### config.mk
export PLATFORM = sky130hd
export DESIGN_NAME = gcd_engine
export DESIGN_NICKNAME = d
export VERILOG_FILES = /design/src/rtl/gcd_pkg.sv /design/src/rtl/gcd_datapath.sv /design/src/rtl/gcd_engine.sv
export SDC_FILE = /design/constraint.sdc
export NUM_CORES = 1
export LEC_CHECK = 0
export BUFFER_PORTS_ARGS = -buffer_cell sky130_fd_sc_hd__buf_4
export CORE_MARGIN = 5
export CORE_UTILIZATION = 50
export CTS_CLUSTER_DIAMETER = 150
export DETAILED_ROUTE_END_ITERATION = 7
export PLACE_DENSITY = 0.71
export SLEW_MARGIN = 20
export SYNTH_ARGS = -nofsm -noshare
export SYNTH_HDL_FRONTEND = slang
export SYNTH_SLANG_ARGS = --single-unit
### constraint.sdc
create_clock -name clk -period 2.4 [get_ports clk]
set_input_delay 0.48 -clock clk [delete_from_list [all_inputs] [get_ports clk]]
set_output_delay 0.48 -clock clk [all_outputs]
set_load 0.03 [all_outputs]
### src/rtl/gcd_pkg.sv
// gcd_pkg: shared constants and types for the GCD engine.
//   - FSM state encoding (ST_IDLE / ST_CALC / ST_DONE) and the matching enum
//   - default operand width and iteration-counter width
//   - operand load-mux select encoding used between engine and datapath
package gcd_pkg;

   localparam int unsigned GCD_WIDTH_DEF  = 8;
   localparam int unsigned GCD_ITER_W_DEF = 16;

   localparam logic [1:0] ST_IDLE = 2'd0;
   localparam logic [1:0] ST_CALC = 2'd1;
   localparam logic [1:0] ST_DONE = 2'd2;

   typedef enum logic [1:0] {
      StIdle = ST_IDLE,
      StCalc = ST_CALC,
      StDone = ST_DONE
   } state_e;

   // Source for an operand register when it is loaded.
   typedef enum logic {
      SelLoad = 1'b0,  // capture the external operand
      SelSub  = 1'b1   // take the difference (larger minus smaller)
   } sel_e;

endpackage

### src/rtl/gcd_datapath.sv
// gcd_datapath: operand registers, subtractors, comparator and result register.
// Ports:
//   clk_i, rst_ni           clock, asynchronous active-low reset
//   x_in_i, y_in_i          external operands
//   x_ld_i, y_ld_i          load enables for the x / y registers
//   x_sel_i, y_sel_i        load source: external operand or difference
//   d_o_ld_i                capture x|y into the result register
//   x_lt_y_o, x_eq_y_o      unsigned comparison of the current x and y
//   any_zero_o              x or y is zero
//   d_o                     registered result
module gcd_datapath
   import gcd_pkg::*;
#(
   parameter int unsigned WIDTH = GCD_WIDTH_DEF
) (
   input  logic             clk_i,
   input  logic             rst_ni,
   input  logic [WIDTH-1:0] x_in_i,
   input  logic [WIDTH-1:0] y_in_i,
   input  logic             x_ld_i,
   input  logic             y_ld_i,
   input  sel_e             x_sel_i,
   input  sel_e             y_sel_i,
   input  logic             d_o_ld_i,
   output logic             x_lt_y_o,
   output logic             x_eq_y_o,
   output logic             any_zero_o,
   output logic [WIDTH-1:0] d_o
);

   logic [WIDTH-1:0] x_q, x_d;
   logic [WIDTH-1:0] y_q, y_d;
   logic [WIDTH-1:0] d_q, d_d;
   logic [WIDTH-1:0] x_minus_y;
   logic [WIDTH-1:0] y_minus_x;

   // The controller only selects the difference whose minuend is the larger
   // operand, so neither subtractor result is ever used after an underflow.
   assign x_minus_y = x_q - y_q;
   assign y_minus_x = y_q - x_q;

   assign x_lt_y_o   = x_q < y_q;
   assign x_eq_y_o   = x_q == y_q;
   assign any_zero_o = (x_q == '0) || (y_q == '0);

   always_comb begin
      x_d = x_q;
      y_d = y_q;
      d_d = d_q;
      if (x_ld_i) begin
         x_d = (x_sel_i == SelSub) ? x_minus_y : x_in_i;
      end
      if (y_ld_i) begin
         y_d = (y_sel_i == SelSub) ? y_minus_x : y_in_i;
      end
      // x|y covers gcd(a,0)=a, gcd(0,b)=b, gcd(0,0)=0 and x==y in one term.
      if (d_o_ld_i) begin
         d_d = x_q | y_q;
      end
   end

   always_ff @(posedge clk_i or negedge rst_ni) begin
      if (!rst_ni) begin
         x_q <= '0;
         y_q <= '0;
         d_q <= '0;
      end else begin
         x_q <= x_d;
         y_q <= y_d;
         d_q <= d_d;
      end
   end

   assign d_o = d_q;

endmodule

### src/rtl/gcd_engine.sv
// gcd_engine: GCD by repeated subtraction with valid/ready input and output.
// Ports:
//   clk, reset              rising-edge clock, asynchronous active-low reset
//   in_valid / in_ready     operand handshake; in_ready is high only in IDLE
//   x_i, y_i                unsigned operands
//   out_valid / out_ready   result handshake; d_o held while out_valid
//   d_o                     registered GCD result, kept until the next job
//   iter_o                  CALC-cycle count of the last job (GCD_ITER_COUNT_EN)
// Build option: define GCD_ITER_COUNT_EN to add the saturating iteration
// counter and the iter_o port.
module gcd_engine
   import gcd_pkg::*;
#(
   parameter int unsigned WIDTH  = GCD_WIDTH_DEF,
   parameter int unsigned ITER_W = GCD_ITER_W_DEF
) (
   input  logic              clk,
   input  logic              reset,
   input  logic              in_valid,
   output logic              in_ready,
   input  logic [WIDTH-1:0]  x_i,
   input  logic [WIDTH-1:0]  y_i,
   output logic              out_valid,
   input  logic              out_ready,
`ifdef GCD_ITER_COUNT_EN
   output logic [ITER_W-1:0] iter_o,
`endif
   output logic [WIDTH-1:0]  d_o
);

   if (WIDTH < 2 || WIDTH > 32) begin : g_bad_width
      $error("gcd_engine: WIDTH must be in 2..32");
   end
   if (ITER_W < 1) begin : g_bad_iter_w
      $error("gcd_engine: ITER_W must be at least 1");
   end

   state_e state_q, state_d;
   logic   in_ready_q, in_ready_d;
   logic   out_valid_q, out_valid_d;

   logic x_ld, y_ld, d_o_ld;
   sel_e x_sel, y_sel;
   logic x_lt_y, x_eq_y, any_zero;
   logic accept;

   assign accept = (state_q == StIdle) && in_valid;

   always_comb begin
      state_d = state_q;
      x_ld    = 1'b0;
      y_ld    = 1'b0;
      x_sel   = SelLoad;
      y_sel   = SelLoad;
      d_o_ld  = 1'b0;
      unique case (state_q)
         StIdle: begin
            if (in_valid) begin
               x_ld    = 1'b1;
               y_ld    = 1'b1;
               state_d = StCalc;
            end
         end
         StCalc: begin
            if (any_zero || x_eq_y) begin
               d_o_ld  = 1'b1;
               state_d = StDone;
            end else if (x_lt_y) begin
               y_ld  = 1'b1;
               y_sel = SelSub;
            end else begin
               x_ld  = 1'b1;
               x_sel = SelSub;
            end
         end
         StDone: begin
            if (out_ready) begin
               state_d = StIdle;
            end
         end
         default: state_d = StIdle;
      endcase
      // Handshake outputs are registered decodes of the next state.
      in_ready_d  = (state_d == StIdle);
      out_valid_d = (state_d == StDone);
   end

   always_ff @(posedge clk or negedge reset) begin
      if (!reset) begin
         state_q     <= StIdle;
         in_ready_q  <= 1'b1;
         out_valid_q <= 1'b0;
      end else begin
         state_q     <= state_d;
         in_ready_q  <= in_ready_d;
         out_valid_q <= out_valid_d;
      end
   end

   assign in_ready  = in_ready_q;
   assign out_valid = out_valid_q;

   gcd_datapath #(
      .WIDTH(WIDTH)
   ) u_datapath (
      .clk_i      (clk),
      .rst_ni     (reset),
      .x_in_i     (x_i),
      .y_in_i     (y_i),
      .x_ld_i     (x_ld),
      .y_ld_i     (y_ld),
      .x_sel_i    (x_sel),
      .y_sel_i    (y_sel),
      .d_o_ld_i   (d_o_ld),
      .x_lt_y_o   (x_lt_y),
      .x_eq_y_o   (x_eq_y),
      .any_zero_o (any_zero),
      .d_o        (d_o)
   );

`ifdef GCD_ITER_COUNT_EN
   logic [ITER_W-1:0] iter_cnt_q, iter_cnt_d;
   logic [ITER_W-1:0] iter_q, iter_d;
   logic [ITER_W-1:0] iter_cnt_inc;

   // Saturating increment: the count sticks at all-ones.
   assign iter_cnt_inc = (iter_cnt_q == {ITER_W{1'b1}}) ? iter_cnt_q
                                                        : iter_cnt_q + ITER_W'(1);

   always_comb begin
      iter_cnt_d = iter_cnt_q;
      iter_d     = iter_q;
      if (accept) begin
         iter_cnt_d = '0;
      end else if (state_q == StCalc) begin
         iter_cnt_d = iter_cnt_inc;
      end
      // The final compare cycle is counted, so publish the incremented value.
      if (d_o_ld) begin
         iter_d = iter_cnt_inc;
      end
   end

   always_ff @(posedge clk or negedge reset) begin
      if (!reset) begin
         iter_cnt_q <= '0;
         iter_q     <= '0;
      end else begin
         iter_cnt_q <= iter_cnt_d;
         iter_q     <= iter_d;
      end
   end

   assign iter_o = iter_q;
`endif

endmodule

==> results.toml <==
[cells_and_area]
fillers = 371
n_antenna_cell = 0
fin_nets = 330
final_common_cell = "buf_4"
mostFrequentLayoutCells = "buf_4, dfrtp_1, nor2_1"
area_delta_synth_final_pct = 23.2
drive_gt1_share_pct = 28.2

[floorplan]
io_pins = 30
die_w_um = 75.9
rows = 24
die_area_um2 = 5760
start_util_pct = 50.6
die_h_um = 75.9
core_area_um2 = 4290

[setup_path]
r2r_cells = 10
critical_path_class = "reg2reg"
endpoint = "u_datapath.y_q[1]"
endpoint_kind = "flip-flop"
crit_chain = "inv_1 > ha_1 > buf_4 > nand2b_1 > a221oi_2 > buf_4 > a211oi_4 > buf_4 > and3_1 > a311oi_1"
reg2reg_slack_ps = 110
crit_path_start_kind = "flip-flop"
arrival_ps = 2470
worstSetupStartpoint = "u_datapath.x_q[5]"
required_ps = 2580
critical_path.max_fanout = 4
critical_path.max_stage_delay_ps = 390
path_common_cell = "buf_4"
cp_slowest_cell = "dfrtp_1"
worstReg2RegStart = "u_datapath.x_q[5]"
timing.rr.end = "u_datapath.y_q[1]"

[sta]
fmax_ghz = 0.436
hold_slack_ps = 107
worst_slack_ps = 106
setup_viol_count_final = 0
hold_viol_final = 0
final.min_clock_period_ps = 2290
slew_violations = 0
rsz0062_at_grt = "false"
post-route-period-util_pct = 95.6
tightestPinTransition_ps = 647
relSlewSlack_pct = 56.8
skew_ps = 8.21

[yosys]
synth_cell_types = 53
synth_cells = 238
ys_ff_latch = 28
ys_seq_area_share_pct = 32.3
synth_area_per_cell_um2 = 9.13
syn-num-nets = 283
synthFlopType = "dfrtp_1"
ys_async_sr_fraction_pct = 100
syn_area_um2 = 2170
synth-edff-count = 0
yosysWarnings = 0

[routing]
drc = 0
drt-initial-drc-count = 122
num_vias = 1887
avgRoutedWirePerCell_um = 16.8
detail-route-antenna-nets = 0
vias_per_cell = 5.62
firstDrtPassIters = 6
routed_wl_um = 5630

[clocking]
clk_latency_ps = 270
cts_tree = "built"
path_clk_slew_ps = 100
cts_resized = 5
cts_inserted_buffers = 3
cts.htree.levels = 1
clk_path_buf_depth = 2
post_cts_buffers = 0
clkSinkCount = 28
cts_root_buffer = "clkbuf_8"
cts_hold_buf = 0

[global_routing]
grt_pass1_wl_um = 9500
antenna_found_initial = 0
grt_max_degree = 29
grt_overflow_total = 0
grt_usage_pct = 19.7
grt_pass1_vias = 1879

[placed_design]
portBuffers = 29
place.gp.congestion = 0.938
dp_worst_setup_slack_ps = -31.6
dp.final_hpwl_um = 4440

[status]
status = "finished, final reports clean"

[min_path]
min_path_type = "in2async"

[flow_run]
maxCapViolCount = 0
logic make-up after synthesis:
logic type               share of synthesized area (%)
flip-flops                                        32.3
AND/OR/NAND/NOR                                   19.4
adder cells (fa/ha/maj)                           15.1
AO/OA/AOI/OAI                                     21.0
buffers and inverters                             6.62
multiplexers                                      2.30
XOR/XNOR                                          3.23
cells in the mapped netlist, types with 2 or more instances:
cell,count,area [um2]
fa_1,2,40.0
xor2_1,2,17.5
a311oi_1,3,26.3
buf_6,2,22.5
inv_1,22,82.6
ha_1,23,288
nand3_1,3,15.0
nand3b_1,2,15.0
nor2_2,3,18.8
dfrtp_1,27,676
o21bai_1,4,30.0
clkbuf_1,5,18.8
nor2_1,22,82.6
a21oi_1,20,100
xnor2_1,6,52.6
nand2b_1,5,31.3
o31ai_1,3,22.5
a211oi_1,2,15.0
nor3b_1,3,22.5
o21ai_1,10,50.1
o311a_1,3,30.0
or4_1,7,52.6
a211o_1,2,17.5
nand2_1,14,52.6
mux2i_1,5,50.1
and3_1,2,12.5
o21ai_0,4,20.0
nor3_1,7,35.0
routing by layer:
layer | vias to the layer above | GRT usage, % | routed length (um)
met5 | - | 0 | 0
met4 | 0 | 3.74 | 61
met3 | 6 | 3.08 | 319
met2 | 70 | 32.3 | 2670
met1 | 875 | 27.6 | 2580
li1 | 936 | - | -
stage by stage:
| step | cell area, um2 | util [%] | instances | TNS (ps) |
|---|---|---|---|---|
| global route | 2680 | 62.3 | 336 | 0 |
| finish | 2680 | 62.3 | 336 | 0 |
| floorplan | 2170 | - | 238 | 0 |
| global placement | 2570 | 60.0 | 332 | -53.6 |
| CTS | 2650 | 61.8 | 336 | 0 |
| detailed placement | 2570 | 60.0 | 332 | -83.1 |
worst min-delay path by stage:
stage                     cells after the start  start  slack (ps)                 to
after floorplan                               0  reset         180          out_valid
after global placement                        1  reset         420  u_datapath.x_q[4]
after detailed placement                      1  reset         420  u_datapath.x_q[4]
after CTS                                     1  reset         120  u_datapath.y_q[3]
after global routing                          1  reset         130  u_datapath.y_q[6]
final                                         1  reset         110  u_datapath.y_q[6]
state kept, by name, summed over array words and instances (netlist names):
name	cells
in_ready	1
out_valid	1
state_q	2
u_datapath.d_o	8
u_datapath.x_q	8
u_datapath.y_q	8
layout make-up:
cell class	count	area (um2)	area share, %
inverters	23	86.3	3.23
multi-input cells	177	1380	51.4
clock buffers	4	55.1	2.06
flip-flops and latches	28	702	26.2
repair buffers	52	390	14.6
well taps	52	65.1	2.43
worst max-delay path: cells and delay by family (launching register included):
kind / cells / cell delay, ps
flip-flops: 1 / 390
adder cells (fa/ha/maj): 1 / 310
AO/OA/AOI/OAI: 3 / 560
AND/OR/NAND/NOR: 2 / 360
buffers and inverters: 4 / 570
Power is left out: the tool's default activity adds up to more than one toggle a clock period on the data nets, which glitch-free logic cannot reach.
